==> config.mk <==
export PLATFORM = sky130hd
export DESIGN_NAME = imem_loader
export DESIGN_NICKNAME = d
export VERILOG_FILES = /design/src/rtl/imem_pkg.sv /design/src/rtl/byte_to_word_packer.sv /design/src/rtl/imem_loader.sv
export SDC_FILE = /design/constraint.sdc
export NUM_CORES = 1
export LEC_CHECK = 0
export BUFFER_PORTS_ARGS = -buffer_cell sky130_fd_sc_hd__buf_2
export CORE_UTILIZATION = 52
export CTS_CLUSTER_SIZE = 30
export DETAILED_ROUTE_END_ITERATION = 7
export GPL_ROUTABILITY_DRIVEN = 1
export PLACE_DENSITY_LB_ADDON = 0.2
export SYNTH_ARGS = -nofsm -noshare
export SYNTH_HDL_FRONTEND = slang
export SYNTH_SLANG_ARGS = --single-unit
==> constraint.sdc <==
create_clock -name clk -period 1.9 [get_ports clk]
set_input_delay 0.285 -clock clk [delete_from_list [all_inputs] [get_ports clk]]
set_output_delay 0.285 -clock clk [all_outputs]
set_load 0.05 [all_outputs]
==> src/rtl/imem_pkg.sv <==
// Shared definitions for the instruction-memory boot loader: memory geometry
// and the loader FSM state encoding.
package imem_pkg;

    localparam int IMEM_ADDR_W = 10;
    localparam int IMEM_DEPTH  = 1024;

    // Loader FSM states.
    typedef enum logic [2:0] {
        IDLE  = 3'd0,
        HDR   = 3'd1,
        DATA  = 3'd2,
        WRITE = 3'd3,
        DONE  = 3'd4,
        ERR   = 3'd5
    } state_t;

endpackage

==> src/rtl/byte_to_word_packer.sv <==
// Assembles four consecutive bytes into one little-endian 32-bit word.
// The first byte lands in [7:0], the fourth in [31:24]. word/word_valid are
// presented combinationally in the same cycle the fourth byte is offered,
// so the caller can capture the full word on that edge.
module byte_to_word_packer (
    input  logic        clk,
    input  logic        rst_n,
    input  logic        clear,
    input  logic        byte_valid,
    input  logic [7:0]  byte_data,
    output logic [31:0] word,
    output logic        word_valid
);

    logic [1:0]  lane;
    logic [23:0] partial;

    // Lane counter and shift register holding the first three bytes of a word.
    always_ff @(posedge clk) begin
        // NOTE: sequential state uses non-blocking assignments so every register
        // samples pre-edge values regardless of statement order.
        if (!rst_n || clear) begin
            lane    <= 2'd0;
            partial <= 24'd0;
        end else if (byte_valid) begin
            lane    <= lane + 2'd1;
            partial <= {byte_data, partial[23:8]};
        end
    end

    // Fourth byte completes the word: it goes on top of the three held bytes.
    always_comb begin
        word       = {byte_data, partial};
        word_valid = byte_valid && (lane == 2'd3);
    end

endmodule

==> src/rtl/imem_loader.sv <==
// Boot-time instruction memory writer. Receives a byte stream (16-bit word
// count header, LSB first, followed by little-endian words), drives the
// memory write port and holds the core in reset until a load completes.
module imem_loader
    import imem_pkg::*;
#(
    parameter int ADDR_W  = IMEM_ADDR_W,
    parameter int DEPTH   = IMEM_DEPTH,
    parameter int TIMEOUT = 50000
) (
    input  logic              clk,
    input  logic              rst_n,
    input  logic              start,
    input  logic [7:0]        rx_data,
    input  logic              rx_valid,
    output logic              rx_ready,
    output logic              WE,
    output logic [ADDR_W-1:0] As,
    output logic [31:0]       WD,
    output logic              busy,
    output logic              done,
    output logic              err,
    output logic              cpu_hold
);

    localparam int IDLE_W = $clog2(TIMEOUT + 1);

    state_t            state;
    state_t            state_next;
    logic              accept;
    logic              hdr_byte;     // 0: expecting header LSB, 1: expecting MSB
    logic [7:0]        n_lo;
    logic [15:0]       hdr_n;
    logic              hdr_bad;
    logic [10:0]       n_words;
    logic [10:0]       word_cnt;
    logic [IDLE_W-1:0] idle_cnt;
    logic              timeout_hit;
    logic [31:0]       word;
    logic              word_valid;

    assign accept      = rx_valid && rx_ready;
    assign hdr_n       = {rx_data, n_lo};
    assign hdr_bad     = (hdr_n == 16'd0) || (32'(hdr_n) > DEPTH);
    // Last idle cycle before abort: TIMEOUT consecutive cycles without a byte.
    assign timeout_hit = !accept && (idle_cnt == IDLE_W'(TIMEOUT - 1));

    byte_to_word_packer u_packer (
        .clk        (clk),
        .rst_n      (rst_n),
        .clear      (state == IDLE),
        .byte_valid (accept && (state == DATA)),
        .byte_data  (rx_data),
        .word       (word),
        .word_valid (word_valid)
    );

    // State register.
    always_ff @(posedge clk) begin
        if (!rst_n) begin
            state <= IDLE;
        end else begin
            state <= state_next;
        end
    end

    // Next-state logic.
    always_comb begin
        // NOTE: default assignment first so no path leaves state_next unassigned,
        // which would otherwise infer a latch.
        state_next = state;
        unique case (state)
            IDLE:    if (start) state_next = HDR;
            HDR: begin
                if (accept && hdr_byte) state_next = hdr_bad ? ERR : DATA;
                else if (timeout_hit)   state_next = ERR;
            end
            DATA: begin
                if (word_valid)       state_next = WRITE;
                else if (timeout_hit) state_next = ERR;
            end
            WRITE:   state_next = (word_cnt == n_words) ? DONE : DATA;
            DONE:    state_next = IDLE;
            ERR:     state_next = IDLE;
            default: state_next = IDLE;
        endcase
    end

    // Handshake output depends on state only.
    always_comb begin
        rx_ready = (state == HDR) || (state == DATA);
    end

    // Write port, counters, idle timer and sticky status flags.
    always_ff @(posedge clk) begin
        if (!rst_n) begin
            WE       <= 1'b0;
            As       <= '0;
            WD       <= 32'd0;
            busy     <= 1'b0;
            done     <= 1'b0;
            err      <= 1'b0;
            cpu_hold <= 1'b1;
            hdr_byte <= 1'b0;
            n_lo     <= 8'd0;
            n_words  <= 11'd0;
            word_cnt <= 11'd0;
            idle_cnt <= '0;
        end else begin
            WE <= (state_next == WRITE);

            unique case (state)
                IDLE: begin
                    if (start) begin
                        done     <= 1'b0;
                        err      <= 1'b0;
                        busy     <= 1'b1;
                        cpu_hold <= 1'b1;
                        As       <= '0;
                        word_cnt <= 11'd0;
                        hdr_byte <= 1'b0;
                    end
                end
                HDR: begin
                    if (accept) begin
                        hdr_byte <= 1'b1;
                        if (!hdr_byte) n_lo    <= rx_data;
                        else           n_words <= hdr_n[10:0];
                    end
                end
                DATA: begin
                    if (word_valid) begin
                        WD       <= word;
                        word_cnt <= word_cnt + 11'd1;
                    end
                end
                WRITE:   As <= As + ADDR_W'(1);
                default: ;
            endcase

            // Idle timer runs only while waiting for bytes.
            if (accept || !((state == HDR) || (state == DATA))) idle_cnt <= '0;
            else                                                idle_cnt <= idle_cnt + IDLE_W'(1);

            if (state_next == DONE) begin
                done     <= 1'b1;
                busy     <= 1'b0;
                cpu_hold <= 1'b0;
            end
            if (state_next == ERR) begin
                err  <= 1'b1;
                busy <= 1'b0;
            end
        end
    end

endmodule

== Word level (Yosys, flattened, before mapping) ==
Cells that the tools add are included.
W data, S select, Z words.

* Input port bits: 12
* Output and inout bits: 48
* Register bits after elaboration: 123

* $lt $le $gt $ge: 1
* Bitwise gates (word level): 2
* Muxes and demuxes: 21
* Add/subtract/negate cells: 4
* Reductions and logical operators: 32
* Eq/ne operators: 12

{| class="wikitable"
|+ Operators with widths
! operator !! count
|-
| $mux W11 || 2
|-
| $pmux W11 S2 || 1
|-
| $pmux W10 S2 || 1
|-
| $mux W3 || 6
|-
| $add A16 B1 Y16 const B || 1
|-
| $eq A16 B16 Y1 const B || 1
|-
| $gt A16 B11 Y1 const B || 1
|-
| $logic_not A16 Y1 || 1
|-
| $reduce_bool A2 Y1 || 7
|-
| $pmux W3 S4 || 1
|-
| $reduce_and A3 Y1 || 4
|-
| $add A11 B1 Y11 const B || 1
|-
| $eq A11 B11 Y1 || 1
|-
| $add A10 B1 Y10 const B || 1
|-
| $mux W10 || 1
|-
| $reduce_and A2 Y1 || 5
|-
| $eq A3 B2 Y1 const B || 3
|-
| $mux W1 || 8
|-
| $eq A3 B3 Y1 const B || 2
|-
| $logic_and A1 B1 Y1 || 5
|-
| $logic_or A1 B1 Y1 || 4
|-
| $ne A2 B2 Y1 const B || 2
|-
| $eq A3 B1 Y1 const B || 1
|-
| $logic_not A1 Y1 || 3
|-
| other kinds (8) || 9
|}

== Longest topological paths before layout ==
* Depth in word-level cells: 11
* Gate-level depth with buffers: 8

== Hierarchy ==
A second synthesis with hierarchy kept.

* Cells, all modules: 562
* Area, all modules: 5,191.2 um2

{| class="wikitable"
|+ By module, submodules not included
! module !! area each (um2) !! times used !! sequential area each (um2) !! cells each
|-
| imem_loader || 4,144.0 || 1 || 1,941.9 || 467
|-
| byte_to_word_packer || 1,047.3 || 1 || 520.5 || 95
|}

== Least setup slack after synthesis ==
OpenSTA, ideal clock, no wires.

* Kind: reg2reg
* Start point: register state[2]
* End point: register idle_cnt[11]
* Library setup time: 0.065 ns
* Setup slack: -0.068 ns
* Path buffers: 2
* Arrival time: 1.903 ns
* Cell stages (with the launch flop): 7
* Cell sequence: dfxtp_1 > clkbuf_1 > or3b_2 > nand2_1 > nand3b_1 > clkbuf_1 > nor2_1

* Longest elaborated chain between the ends: 5
* Elaborated cells on any way between the ends: 7

{| class="wikitable"
|+ RTL lines
! item !! RTL line !! text
|-
| start: declaration || imem_loader.sv:28 || <nowiki>state_t state;</nowiki>
|-
| start signal: assignment || imem_loader.sv:63 || <nowiki>state <= state_next;</nowiki>
|-
| $eq A3 B1 Y1 / $eq A3 B2 Y1 (equally long branches) || imem_loader.sv:91 || <nowiki>rx_ready = (state == HDR) || (state == DATA);</nowiki>
|-
| $logic_or A1 B1 Y1 (*) || imem_loader.sv:91 ||
|-
| named net rx_ready || imem_loader.sv:16 || <nowiki>output logic rx_ready,</nowiki>
|-
| $logic_and A1 B1 Y1 / $logic_not A1 Y1 (equally long branches) || imem_loader.sv:42, imem_loader.sv:142 ||
|-
| $logic_or A1 B1 Y1 (*) || imem_loader.sv:142 || <nowiki>if (accept || !((state == HDR) || (state == DATA))) idle_cnt <= '0;</nowiki>
|-
| $reduce_or A2 Y1 (no source line) (*) || n/a ||
|-
| end signal: assignment || imem_loader.sv:143 || <nowiki>else idle_cnt <= idle_cnt + IDLE_W'(1);</nowiki>
|-
| end: declaration || imem_loader.sv:37 || <nowiki>logic [IDLE_W-1:0] idle_cnt;</nowiki>
|}

Mark *: on every way through the listed nets, which the timed path passes. The rest lies on a longest branch.
A chain may end at the register's enable or synchronous reset.

== Final worst setup path ==
* Start point: register state[0]
* End point: register WE

* Longest elaborated chain between the ends: 9
* Elaborated cells on any way between the ends: 17

{| class="wikitable"
|+ RTL lines
! item !! RTL line !! text
|-
| $eq A3 B1 Y1 / $eq A3 B2 Y1 (equally long branches) || imem_loader.sv:72, imem_loader.sv:91, imem_loader.sv:52 ||
|-
| $logic_or A1 B1 Y1 || imem_loader.sv:91 ||
|-
| $logic_and A1 B1 Y1 || imem_loader.sv:42 || <nowiki>assign accept = rx_valid && rx_ready;</nowiki>
|-
| $logic_not A1 Y1 || imem_loader.sv:46 || <nowiki>assign timeout_hit = !accept && (idle_cnt == IDLE_W'(TIMEOUT - 1));</nowiki>
|-
| $logic_and A1 B1 Y1 || imem_loader.sv:46 ||
|-
| $mux W3 || imem_loader.sv:76, imem_loader.sv:80 ||
|-
| $mux W3 (on tied branches) || imem_loader.sv:79, imem_loader.sv:75 ||
|-
| $pmux W3 S4 (*) || imem_loader.sv:72 || <nowiki>unique case (state)</nowiki>
|-
| $eq A3 B2 Y1 (*) || imem_loader.sv:110 || <nowiki>WE <= (state_next == WRITE);</nowiki>
|-
| end signal: assignment || imem_loader.sv:110 ||
|-
| end: declaration || imem_loader.sv:17 || <nowiki>output logic WE,</nowiki>
|}

Every way passes the cells marked *; elsewhere a longest branch is shown, timed or not.

==> results.sh <==
export IMPL_first_pass_grt_wire_length_um=20100
export IMPL_core_rowCount=35
export IMPL_crit_path_start_kind="flop"
export IMPL_timing_worst_slew_pin_value_ns=0.406
export IMPL_grt_setup_unrepaired="true"
export IMPL_floorplan_die_width_um=101
export IMPL_cts_root_buffer_cell="sky130_fd_sc_hd__clkbuf_8"
export IMPL_finalWorstPathRequiredPeriod_ns=1.94
export IMPL_synth_edf_count=0
export IMPL_max_clock_freq_ghz=0.515
export IMPL_worst_slew_margin_relative_to_its_limit_pct=72.7
export IMPL_numClockSinks=123
export IMPL_area_share_of_the_largest_cell_type_after_synthesis_pct=48.7
export IMPL_post_synth_inst_count=592
export IMPL_multiInputGateArea_mm2=0.00257
export IMPL_area_growth_pct=29.9
export IMPL_synth_simple_area_share_pct=25.9
export IMPL_p_leak_nw=2.46
export IMPL_synthMostInstantiatedCell="sky130_fd_sc_hd__nand2_1"
export IMPL_ys_flop_type="sky130_fd_sc_hd__dfxtp_1"
export IMPL_ys_seq_area_share_pct=48.7
export IMPL_postSynth_asyncResetShare_pct=0
export IMPL_power_ir_vdd_worst_mv=0.744
export IMPL_drt_vias_per_instance=5.29
export IMPL_crit_path_frequent_cell="sky130_fd_sc_hd__buf_4"
export IMPL_gpl_final_weighted_congestion=0.857
export IMPL_start_util_pct=54.3
export IMPL_drt_pre_antenna_iters=5
export IMPL_netlist_top_cell_by_area="sky130_fd_sc_hd__dfxtp_1"
export IMPL_yosys_top_cells_area="sky130_fd_sc_hd__dfxtp_1 49%, sky130_fd_sc_hd__nand2_1 11%, sky130_fd_sc_hd__a21boi_0 6.8%"
export IMPL_cpMaxStageDelayCell="sky130_fd_sc_hd__dfxtp_4"
export IMPL_worstPathMaxFanout=4
export IMPL_netlist_cell_type_count=48
export IMPL_cts_max_path_buffers=2
export IMPL_dpl_hpwl_um=7940
export IMPL_maxCapViolCount=0
export IMPL_ff_latch_area_mm2=0.00248
export IMPL_failed_checks="negative setup slack"
export IMPL_final_setup_skew_ns=0.00817
export IMPL_main_combinational_cell_family_by_area_after_synthesis="simple AND/OR/NAND/NOR gates"
export IMPL_critical_path_max_stage_delay_ns=0.36
export IMPL_synth_adder_area_share_pct=0.989
export IMPL_detail_route_antenna_nets=0
export IMPL_synthesis_nets=608
export IMPL_dp_slack_ns=-0.0123
export IMPL_post_route_worst_setup_slack_ns=-0.0402
export IMPL_avgRoutedWirePerCell_um=14.9
export IMPL_yosys_register_bits=123
export IMPL_yosys_warnings=0
export IMPL_clock_tree_from_tritoncts="built"
export IMPL_route_vias_total=4386
export IMPL_grt_use_total_pct=25.4
export IMPL_first_global_vias=4232
export IMPL_finalSetupViolCount=2
export IMPL_synth_common_cells="155 x sky130_fd_sc_hd__nand2_1, 123 x sky130_fd_sc_hd__dfxtp_1, 46 x sky130_fd_sc_hd__a21boi_0"
export IMPL_io_pin_count=60
export IMPL_coreArea_mm2=0.00933
export IMPL_share_of_final_layout_standard_cells_stronger_than_drive_strength_1_pct=24.9
export IMPL_drc_errors=0
export IMPL_grt_remaining_overflow=0
export IMPL_synth_area_per_cell_um2=8.55
export IMPL_final_period_utilization_pct=102
export IMPL_path_cells="buf_4 > xnor2_2 > buf_4 > nor4_2 > nand3b_1 > o211a_1 > nor3_1"
export IMPL_antenna_found_initial=0
export IMPL_run_status="complete, but fails checks"
export IMPL_nNetsFinal=703
export IMPL_p_per_area_mw_per_mm2=946
export IMPL_synthesized_area_mm2=0.00506
export IMPL_grt_start_max_net_pins=48
export IMPL_floorplan_die_area_mm2=0.0101
export IMPL_worst_endpoint_arrival_ns=2.37
export IMPL_die_height_um=101
export IMPL_synth_compound_area_share_pct=13.6
export IMPL_htree_num_levels=4
export IMPL_worst_setup_hold_path_clk_slew_ns=0.06
export IMPL_antenna_cells=0
export IMPL_yosys_mux_area_fraction_pct=2.18
export IMPL_clk_latency_ns=0.52
export IMPL_hold_path_class="in2reg"
export IMPL_port_buf_inserts=59
export IMPL_cts_buffers_inserted=17
export IMPL_cts_hold_buffers_added=0
export IMPL_timing_setup_critical_path_class="reg2reg"
export IMPL_hold_viol=0
export IMPL_postRouteWirelength_um=12300
export IMPL_design_power_total_mw=6.22
export IMPL_detailedRoute_firstIterationViolations=180
export IMPL_cp_end_kind="flop"
export IMPL_synth_xor_xnor_area_share_pct=5.54
export IMPL_number_of_fill_cells_in_the_layout=737
export IMPL_crit_required_ns=2.33
export IMPL_timing_final_max_slew_violations=0
[logic make-up after synthesis]
family / count (synthesis)
muxes: 11
AOI/OAI and AO/OA: 105
adders and majority gates: 4
DFF: 123
xor gates and xnor gates: 32
buffers and inverters: 36
and+or+nand+nor: 281
[state kept, by name (all words and copies together), names as in the netlist]
name and flops:
err 1, u_packer.lane 2, idle_cnt 16, busy 1, n_lo 8, hdr_byte 1
cpu_hold 1, done 1, As 10, WD 32, WE 1, n_words 11
u_packer.partial 24, state 3, word_cnt 11
[what timing repair did]
item | in CTS | in global routing
gates cloned | 0 | 0
pin swaps | 3 | 12
hold endpoints to repair | 0 | 0
buffers inserted | 12 | 0
gates resized for setup | 18 | 20
endpoints found under the setup margin | 9 | 33
[cells in the final DEF, fill, tap and decap left out, types with 9 or more instances in the layout]
master / instances
sky130_fd_sc_hd__nand2_1: 153
sky130_fd_sc_hd__clkbuf_16: 16
sky130_fd_sc_hd__buf_4: 41
sky130_fd_sc_hd__mux2i_1: 11
sky130_fd_sc_hd__nand3_1: 21
sky130_fd_sc_hd__a21boi_0: 46
sky130_fd_sc_hd__dfxtp_1: 118
sky130_fd_sc_hd__nor2_1: 34
sky130_fd_sc_hd__o21ai_0: 9
sky130_fd_sc_hd__nor2b_1: 11
sky130_fd_sc_hd__buf_2: 58
sky130_fd_sc_hd__xor2_1: 11
sky130_fd_sc_hd__a21oi_1: 36
sky130_fd_sc_hd__xnor2_1: 20
[stage by stage]
step / area [um2] / std cells / hold slack, ns / setup TNS, ns / util (%)
3_5_place_dp: 5710 / 785 / 0.448 / -0.0189 / 61.2
3_3_place_gp: 5710 / 785 / 0.417 / 0 / 61.2
4_1_cts: 6480 / 829 / 0.0397 / -0.0223 / 69.5
5_1_grt: 6570 / 829 / 0.0523 / -0.356 / 70.5
6_report: 6570 / 829 / 0.0573 / -0.0762 / 70.5
2_1_floorplan: 5060 / 592 / 0.413 / 0 / -
[area by class of cell]
type | instances | share of cell area (%)
Timing Repair Buffer | 107 | 11.1
Clock inverter | 14 | 2.99
Sequential cell | 123 | 37.7
Tap cell | 129 | 2.46
Multi-Input combinational cell | 433 | 39.0
Inverter | 5 | 0.285
Clock buffer | 18 | 6.51
[path summary, 6_finish.rpt]
path	end	slack, ns	cells past startpoint	start
max	WE$_SDFF_PN0_	-0.04	7	state[0]$_SDFF_PN0_
min	WD[30]$_SDFFE_PN0P_	0.06	3	rx_data[6]
max reg2reg	WE$_SDFF_PN0_	-0.04	7	state[0]$_SDFF_PN0_
min reg2reg	idle_cnt[0]$_SDFF_PP0_	0.45	1	idle_cnt[0]$_SDFF_PP0_
[worst max-delay path, delay by kind of cell (launching register included)]
| family | cells | cell delay, ns |
|---|---|---|
| flops | 1 | 0.36 |
| simple gates | 3 | 0.71 |
| xor+xnor | 1 | 0.14 |
| buf+inv | 2 | 0.30 |
| compound gates | 1 | 0.33 |
[layer usage]
| metal | global-route usage [%] | vias to the layer above | wire, um |
|---|---|---|---|
| li1 | - | 2190 | - |
| met1 | 32.4 | 2059 | 5660 |
| met4 | 10.7 | 0 | 241 |
| met2 | 40.9 | 110 | 5870 |
| met5 | 0 | - | 0 |
| met3 | 6.59 | 27 | 552 |
[power breakdown]
| part | leakage, nW | switching, mW | internal [mW] |
|---|---|---|---|
| Combinational | 1.17 | 0.142 | 0.106 |
| Clock | 0.297 | 1.20 | 2.17 |
| Sequential | 0.995 | 0.0132 | 2.59 |
(Power assumes the default switching activity.)
